--- config.mk ---
export PLATFORM = sky130hd
export DESIGN_NAME = seq_fluxo_dados_param_flat
export DESIGN_NICKNAME = d
export VERILOG_FILES = /design/src/rtl/seq_pkg.sv /design/src/rtl/seq_fluxo_dados_param_if.sv /design/src/rtl/seq_mem_sync.sv /design/src/rtl/seq_fluxo_dados_param.sv /design/src/flat_wrapper.sv
export SDC_FILE = /design/constraint.sdc
export NUM_CORES = 1
export LEC_CHECK = 0
export CAP_MARGIN = 20
export CORE_MARGIN = 2
export CORE_UTILIZATION = 45
export DETAILED_ROUTE_END_ITERATION = 6
export GPL_ROUTABILITY_DRIVEN = 1
export GPL_TIMING_DRIVEN = 0
export PLACE_DENSITY = 0.79
export SETUP_SLACK_MARGIN = 0.5
export SLEW_MARGIN = 20
export SYNTH_ARGS = -nofsm -noshare
export SYNTH_HDL_FRONTEND = slang
export SYNTH_SLANG_ARGS = --single-unit
--- constraint.sdc ---
create_clock -name clock -period 2.4 [get_ports clock]
set_input_delay 0.24 -clock clock [delete_from_list [all_inputs] [get_ports clock]]
set_output_delay 0.24 -clock clock [all_outputs]
set_load 0.03 [all_outputs]
--- src/rtl/seq_pkg.sv ---
// rtl/seq_pkg.sv - shared defaults and default memory image for the sequence datapath
package seq_pkg;

  localparam int SEQ_DATA_W = 4;
  localparam int SEQ_ADDR_W = 4;
  localparam int SEQ_DEPTH  = 16;

  // Default game sequence: 1,4,7,10,13,0,3,... wrapped to the word width.
  function automatic int default_word(input int idx, input int data_w);
    return (3 * idx + 1) % (1 << data_w);
  endfunction

endpackage

--- src/rtl/seq_fluxo_dados_param_if.sv ---
// rtl/seq_fluxo_dados_param_if.sv - control/status bundle between game control unit and datapath
// Optional escreveM signal present when SEQ_RAM_WRITE_EN is defined.
interface seq_fluxo_dados_param_if
  import seq_pkg::*;
#(
  parameter int DATA_W = SEQ_DATA_W,
  parameter int ADDR_W = SEQ_ADDR_W
);

  logic [DATA_W-1:0] chaves;
  logic              zeraR;
  logic              registraR;
  logic              zeraC;
  logic              contaC;
  logic [ADDR_W-1:0] limite;
  logic              verificaR;
`ifdef SEQ_RAM_WRITE_EN
  logic              escreveM;
`endif
  logic              chavesIgualMemoria;
  logic              chavesMaiorMemoria;
  logic              chavesMenorMemoria;
  logic              fimC;
  logic [ADDR_W:0]   acertos;
  logic              erro;
  logic [ADDR_W-1:0] db_contagem;
  logic [DATA_W-1:0] db_chaves;
  logic [DATA_W-1:0] db_memoria;

  modport master (
`ifdef SEQ_RAM_WRITE_EN
    output escreveM,
`endif
    output chaves, zeraR, registraR, zeraC, contaC, limite, verificaR,
    input  chavesIgualMemoria, chavesMaiorMemoria, chavesMenorMemoria,
    input  fimC, acertos, erro, db_contagem, db_chaves, db_memoria
  );

  modport slave (
`ifdef SEQ_RAM_WRITE_EN
    input  escreveM,
`endif
    input  chaves, zeraR, registraR, zeraC, contaC, limite, verificaR,
    output chavesIgualMemoria, chavesMaiorMemoria, chavesMenorMemoria,
    output fimC, acertos, erro, db_contagem, db_chaves, db_memoria
  );

endinterface

--- src/rtl/seq_mem_sync.sv ---
// rtl/seq_mem_sync.sv - synchronous sequence memory with registered output
// ROM of the default image; SEQ_RAM_WRITE_EN adds a read-before-write port.
module seq_mem_sync
  import seq_pkg::*;
#(
  parameter int DATA_W = SEQ_DATA_W,
  parameter int ADDR_W = SEQ_ADDR_W,
  parameter int DEPTH  = SEQ_DEPTH
)
(
  input  logic              clock,
  input  logic              reset,
  input  logic [ADDR_W-1:0] addr,
`ifdef SEQ_RAM_WRITE_EN
  input  logic              we,
  input  logic [DATA_W-1:0] wdata,
`endif
  output logic [DATA_W-1:0] rdata
);

  localparam int IDX_W = (DEPTH > 1) ? $clog2(DEPTH) : 1;

  logic [IDX_W-1:0] idx;
  logic             unused_addr;

  // Upper address bits are always zero because the limit is clamped below DEPTH.
  assign idx         = addr[IDX_W-1:0];
  assign unused_addr = ^addr;

`ifdef SEQ_RAM_WRITE_EN
  typedef logic [DATA_W-1:0] image_t [DEPTH];

  function automatic image_t default_image();
    image_t img;
    for (int i = 0; i < DEPTH; i++) img[i] = DATA_W'(default_word(i, DATA_W));
    return img;
  endfunction

  image_t mem = default_image();

  // Contents survive reset; only the output register is cleared.
  always_ff @(posedge clock) begin
    if (reset) rdata <= '0;
    else       rdata <= mem[idx];
    if (we && !reset) mem[idx] <= wdata;
  end
`else
  always_ff @(posedge clock) begin
    if (reset) rdata <= '0;
    else       rdata <= DATA_W'(default_word(int'(idx), DATA_W));
  end
`endif

endmodule

--- src/rtl/seq_fluxo_dados_param.sv ---
// rtl/seq_fluxo_dados_param.sv - memory-game sequence datapath: counter, switch register, compare, score
// Build option SEQ_RAM_WRITE_EN makes the sequence memory writable from the switch register.
module seq_fluxo_dados_param
  import seq_pkg::*;
#(
  parameter int DATA_W = SEQ_DATA_W,
  parameter int ADDR_W = SEQ_ADDR_W,
  parameter int DEPTH  = SEQ_DEPTH
)
(
  input logic                   clock,
  input logic                   reset,
  seq_fluxo_dados_param_if.slave bus
);

  localparam logic [ADDR_W-1:0] LAST_ADDR   = ADDR_W'(DEPTH - 1);
  localparam logic [ADDR_W:0]   ACERTOS_MAX = '1;

  logic [ADDR_W-1:0] contagem;
  logic [ADDR_W-1:0] limite_q;
  logic [ADDR_W-1:0] limite_clamped;
  logic [DATA_W-1:0] chaves_q;
  logic [DATA_W-1:0] memoria_q;
  logic [ADDR_W:0]   acertos_q;
  logic              erro_q;
  logic              igual;

  // Keeps the memory address inside 0..DEPTH-1 whatever the control unit programs.
  always_comb begin
    limite_clamped = bus.limite;
    if (int'(bus.limite) > DEPTH - 1) limite_clamped = LAST_ADDR;
  end

  always_ff @(posedge clock) begin
    if (reset) begin
      contagem <= '0;
      limite_q <= LAST_ADDR;
    end else if (bus.zeraC) begin
      contagem <= '0;
      limite_q <= limite_clamped;
    end else if (bus.contaC) begin
      contagem <= (contagem == limite_q) ? '0 : contagem + ADDR_W'(1);
    end
  end

  always_ff @(posedge clock) begin
    if (reset || bus.zeraR) chaves_q <= '0;
    else if (bus.registraR) chaves_q <= bus.chaves;
  end

  seq_mem_sync #(
    .DATA_W (DATA_W),
    .ADDR_W (ADDR_W),
    .DEPTH  (DEPTH)
  ) u_mem (
    .clock  (clock),
    .reset  (reset),
    .addr   (contagem),
`ifdef SEQ_RAM_WRITE_EN
    .we     (bus.escreveM),
    .wdata  (chaves_q),
`endif
    .rdata  (memoria_q)
  );

  assign igual = (chaves_q == memoria_q);

  // Score uses the comparator as seen in the strobe cycle; a restart always wins.
  always_ff @(posedge clock) begin
    if (reset || bus.zeraC) begin
      acertos_q <= '0;
      erro_q    <= 1'b0;
    end else if (bus.verificaR) begin
      if (!igual)                          erro_q    <= 1'b1;
      else if (acertos_q != ACERTOS_MAX)   acertos_q <= acertos_q + (ADDR_W+1)'(1);
    end
  end

  assign bus.chavesIgualMemoria = igual;
  assign bus.chavesMaiorMemoria = (chaves_q > memoria_q);
  assign bus.chavesMenorMemoria = (chaves_q < memoria_q);
  assign bus.fimC               = (contagem == limite_q);
  assign bus.acertos            = acertos_q;
  assign bus.erro               = erro_q;
  assign bus.db_contagem        = contagem;
  assign bus.db_chaves          = chaves_q;
  assign bus.db_memoria         = memoria_q;

endmodule

--- src/flat_wrapper.sv ---
// flat-port wrapper written by rule: the top's interface ports become plain ports
module seq_fluxo_dados_param_flat import seq_pkg::*;
#(
  parameter int DATA_W = SEQ_DATA_W,
  parameter int ADDR_W = SEQ_ADDR_W,
  parameter int DEPTH  = SEQ_DEPTH
)
  (clock, reset, bus_chaves, bus_zeraR, bus_registraR, bus_zeraC, bus_contaC, bus_limite, bus_verificaR, bus_chavesIgualMemoria, bus_chavesMaiorMemoria, bus_chavesMenorMemoria, bus_fimC, bus_acertos, bus_erro, bus_db_contagem, bus_db_chaves, bus_db_memoria);
  seq_fluxo_dados_param_if #(.DATA_W(DATA_W), .ADDR_W(ADDR_W)) bus_i ();
  input logic clock;
  input logic reset;
  input wire logic [$bits(bus_i.chaves)-1:0] bus_chaves;
  input wire logic [$bits(bus_i.zeraR)-1:0] bus_zeraR;
  input wire logic [$bits(bus_i.registraR)-1:0] bus_registraR;
  input wire logic [$bits(bus_i.zeraC)-1:0] bus_zeraC;
  input wire logic [$bits(bus_i.contaC)-1:0] bus_contaC;
  input wire logic [$bits(bus_i.limite)-1:0] bus_limite;
  input wire logic [$bits(bus_i.verificaR)-1:0] bus_verificaR;
  output wire logic [$bits(bus_i.chavesIgualMemoria)-1:0] bus_chavesIgualMemoria;
  output wire logic [$bits(bus_i.chavesMaiorMemoria)-1:0] bus_chavesMaiorMemoria;
  output wire logic [$bits(bus_i.chavesMenorMemoria)-1:0] bus_chavesMenorMemoria;
  output wire logic [$bits(bus_i.fimC)-1:0] bus_fimC;
  output wire logic [$bits(bus_i.acertos)-1:0] bus_acertos;
  output wire logic [$bits(bus_i.erro)-1:0] bus_erro;
  output wire logic [$bits(bus_i.db_contagem)-1:0] bus_db_contagem;
  output wire logic [$bits(bus_i.db_chaves)-1:0] bus_db_chaves;
  output wire logic [$bits(bus_i.db_memoria)-1:0] bus_db_memoria;
  assign bus_i.chaves = bus_chaves;
  assign bus_i.zeraR = bus_zeraR;
  assign bus_i.registraR = bus_registraR;
  assign bus_i.zeraC = bus_zeraC;
  assign bus_i.contaC = bus_contaC;
  assign bus_i.limite = bus_limite;
  assign bus_i.verificaR = bus_verificaR;
  assign bus_chavesIgualMemoria = bus_i.chavesIgualMemoria;
  assign bus_chavesMaiorMemoria = bus_i.chavesMaiorMemoria;
  assign bus_chavesMenorMemoria = bus_i.chavesMenorMemoria;
  assign bus_fimC = bus_i.fimC;
  assign bus_acertos = bus_i.acertos;
  assign bus_erro = bus_i.erro;
  assign bus_db_contagem = bus_i.db_contagem;
  assign bus_db_chaves = bus_i.db_chaves;
  assign bus_db_memoria = bus_i.db_memoria;
  seq_fluxo_dados_param #(.DATA_W(DATA_W), .ADDR_W(ADDR_W), .DEPTH(DEPTH)) u_core (.clock(clock), .reset(reset), .bus(bus_i));
endmodule
==> results.yml <==
synthesis:
  synth-seq-area-share_pct: 39.29
  synth_edf_count: 0
  synth.top_cell.area_share_pct: 39.29
  yosysWarningCount: 0
  syn_nets: 143
  synth_flop_cell: "dfxtp_1"
  async_flop_share_pct: 0
  synth_top_area_cell: "dfxtp_1"
  avgSynthCellArea_um2: 9.501
  synth-seq-cells: 22
  synth_cell_types: 35
  synth_area_um2: 1121
  synth_cells: 118
  synth_area_leaders: "dfxtp_1 (39%), ha_1 (10%), a21oi_1 (4.0%), xor2_1 (3.9%), mux2i_1 (3.6%)"
timing:
  worstMarginPinSlew_ns: 0.4325
  holdWs_ns: 0.3132
  layout_min_cycle_time_ns: 1.857
  grt_setup_unrepaired: "yes"
  slew_violations: 0
  fmax_mhz: 538.6
  fin_crit_sh_pct: 77.36
  finalSetupViolations: 0
  maxSlewHeadroom_pct: 71.17
  tns_ns: 0
  finalHoldViolCount: 0
  fin_skew_ns: 0.004348
critical_path:
  cp-end-kind: "primary output"
  cpMaxStageDelayCell: "dfxtp_2"
  cp.required_ns: 2.16
  slowest_delay_ns: 0.35
  cp_max_fo: 2
  cp_data_arrival_time_ns: 1.62
  critPathLaunchType: "flip-flop"
  crit_type: "flip-flop to primary output"
  worstPathCellList: "inv_1 -> ha_4 -> nor2b_1 -> o211ai_1 -> and2_1 -> buf_4"
detailed_routing:
  wl_per_cell_um: 12.63
  vias: 975
  drt_pass1_iterations: 4
  ant_nets: 0
  drc: 0
  dr.first_iter.drc_count: 9
  via_per_inst: 5.242
  routed_wl_um: 2349
clocking:
  cts_tree: "done"
  clkSlewWorstSetupHoldPaths_ns: 0.11
  numCtsBuffers: 3
  clk_latency_ns: 0.30
  cts_hold_buf: 0
  h-tree-depth: 1
  cts-root-buf: "clkbuf_4"
  cts.path.max_buffers: 2
  cts.sink_count: 22
cells_and_area:
  finalNetCount: 183
  n_fill_cell: 212
  layoutNonFillerInstCount: 186
  drive_above_1_share_pct: 14.74
  num_antenna_cells: 0
  syn_to_final_growth_pct: 37.72
  final_util_pct: 64.07
power:
  peakVddDrop_mv: 0.4221
  power_density_nw_per_um2: 473.0
  p_leak_nw: 0.5949
  p_total_w: 0.0007303
  p_int_w: 0.0005163
  comb_power_share_pct: 24.3
  seqPwrFrac_pct: 53.2
  netSwitchingPower_w: 0.0002140
  pwr-share-clk_pct: 22.6
  swShare_pct: 29.30
grt:
  grt_first_pass_wirelength_um: 3732
  grt_max_degree: 12
  gr-total-overflow: 0
  grt_pass1_vias: 841
  grt_usage_pct: 18.14
  antenna_found_initial: 0
floorplanning:
  fp-row-count: 18
  die-area_um2: 2906
  fp.dieH_um: 53.91
  die_w_um: 53.91
  coreArea_um2: 2410
  pin_count: 37
  start_util_pct: 46.52
placement:
  dp_hpwl_um: 1777
  place_inst: 181
  port_buffers: 33
  place.gp.congestion: 0.7470
hold_path:
  hold_class: "input port to flip-flop"
job:
  maxCapViolations: 0
outcome:
  status: "completed"
-- placed cells by master (no fill, tap or decap), drive strengths merged, types with 5 or more instances in the layout --
cell type | netlist | routed
inv | 9 | 9
clkbuf | 4 | 8
nor2 | 7 | 7
xor2 | 5 | 5
ha | 9 | 9
nand3 | 5 | 5
buf | 3 | 8
nor2b | 6 | 6
a21oi | 9 | 9
dfxtp | 22 | 22
clkdlybuf4s50 | 0 | 29
-- per-stage QoR --
step	instance area, um^2	setup WS (ns)
after global routing	1544	0.4505
after detailed placement	1493	0.2858
after floorplan	1125	0.5227
after global placement	1493	0.3112
final	1544	0.5433
after CTS	1516	0.5053
-- per-layer routing --
metal,share of wire [%],wire length (um),track usage (%)
met1,42,997,21.72
met2,50,1180,30.08
met3,5.2,121,3.611
met4,2.2,51,10.26
met5,0,0,0
-- cell usage after synthesis, drive strengths merged, types with 3 or more instances --
| master | instances |
|---|---|
| nor2b | 6 |
| inv | 9 |
| nor2 | 7 |
| o21ai | 3 |
| nor3 | 4 |
| clkbuf | 4 |
| dfxtp | 22 |
| nand3 | 5 |
| xor2 | 5 |
| buf | 3 |
| a21oi | 9 |
| mux2i | 4 |
| ha | 9 |
| a211o | 4 |
-- power by group through the flow --
| stage | clock (W) | sequential (W) | combinational (W) |
|---|---|---|---|
| global placement | 0 | 0.000395 | 0.000170 |
| floorplan | 0 | 0.000410 | 0.0000916 |
| detailed placement | 0 | 0.000396 | 0.000174 |
| finish | 0.000165 | 0.000388 | 0.000177 |
| global route | 0.000186 | 0.000390 | 0.000192 |
| CTS | 0.000173 | 0.000388 | 0.000171 |
-- worst paths after layout --
kind | from | endpoint | slack, ns | cells past startpoint
setup / recovery | u_core.u_mem.rdata[1] | bus_chavesMenorMemoria | 0.54 | 6
hold / removal | bus_contaC | u_core.bus.db_contagem[3] | 0.31 | 2
setup reg to reg | u_core.bus.acertos[0] | u_core.bus.acertos[3] | 0.56 | 6
hold reg to reg | u_core.bus.erro | u_core.bus.erro | 0.49 | 2
-- worst max-delay path, delay by kind of cell (launching register included) --
kind	cells	cell delay, ns
AO/OA/AOI/OAI	1	0.22
flip-flops	1	0.35
AND/OR/NAND/NOR	2	0.29
buffers and inverters	2	0.21
adder cells (fa/ha/maj)	1	0.25
-- flip-flops by register name, indices dropped and copies added (netlist names) --
register,count
u_core.u_mem.rdata,4
u_core.bus.db_contagem,4
u_core.bus.erro,1
u_core.bus.acertos,5
u_core.limite_q,4
u_core.bus.db_chaves,4
-- layout make-up --
cell class                      instances  area, um^2  share of cell area [%]
Inverter                                9       36.28                   2.350
Buffer                                  7       30.03                   1.945
Sequential cell                        22       444.2                   28.77
Multi-Input combinational cell         80       640.6                   41.49
Tap cell                               30       37.54                   2.431
Clock buffer                            3       22.52                   1.459
Timing Repair Buffer                   35       332.8                   21.56
-- timing repair --
| action | 4_1_cts | 5_1_grt |
|---|---|---|
| cloned | 0 | 0 |
| pin swaps | 3 | 2 |
| buffers inserted | 0 | 2 |
| setup endpoints to repair | 5 | 5 |
| resized for setup | 26 | 5 |
-- cell families (layout without fill, tap and decap cells) --
group	after synthesis	after routing	share of synthesized area, %
XOR/XNOR	7	7	5.469
flip-flops	22	22	39.29
multiplexers	4	4	3.572
AO/OA/AOI/OAI	25	25	14.62
buffers and inverters	16	54	5.691
AND/OR/NAND/NOR	34	34	19.53
adder cells (fa/ha/maj)	10	10	11.83
Note: power is estimated with default switching activity, not from simulation.
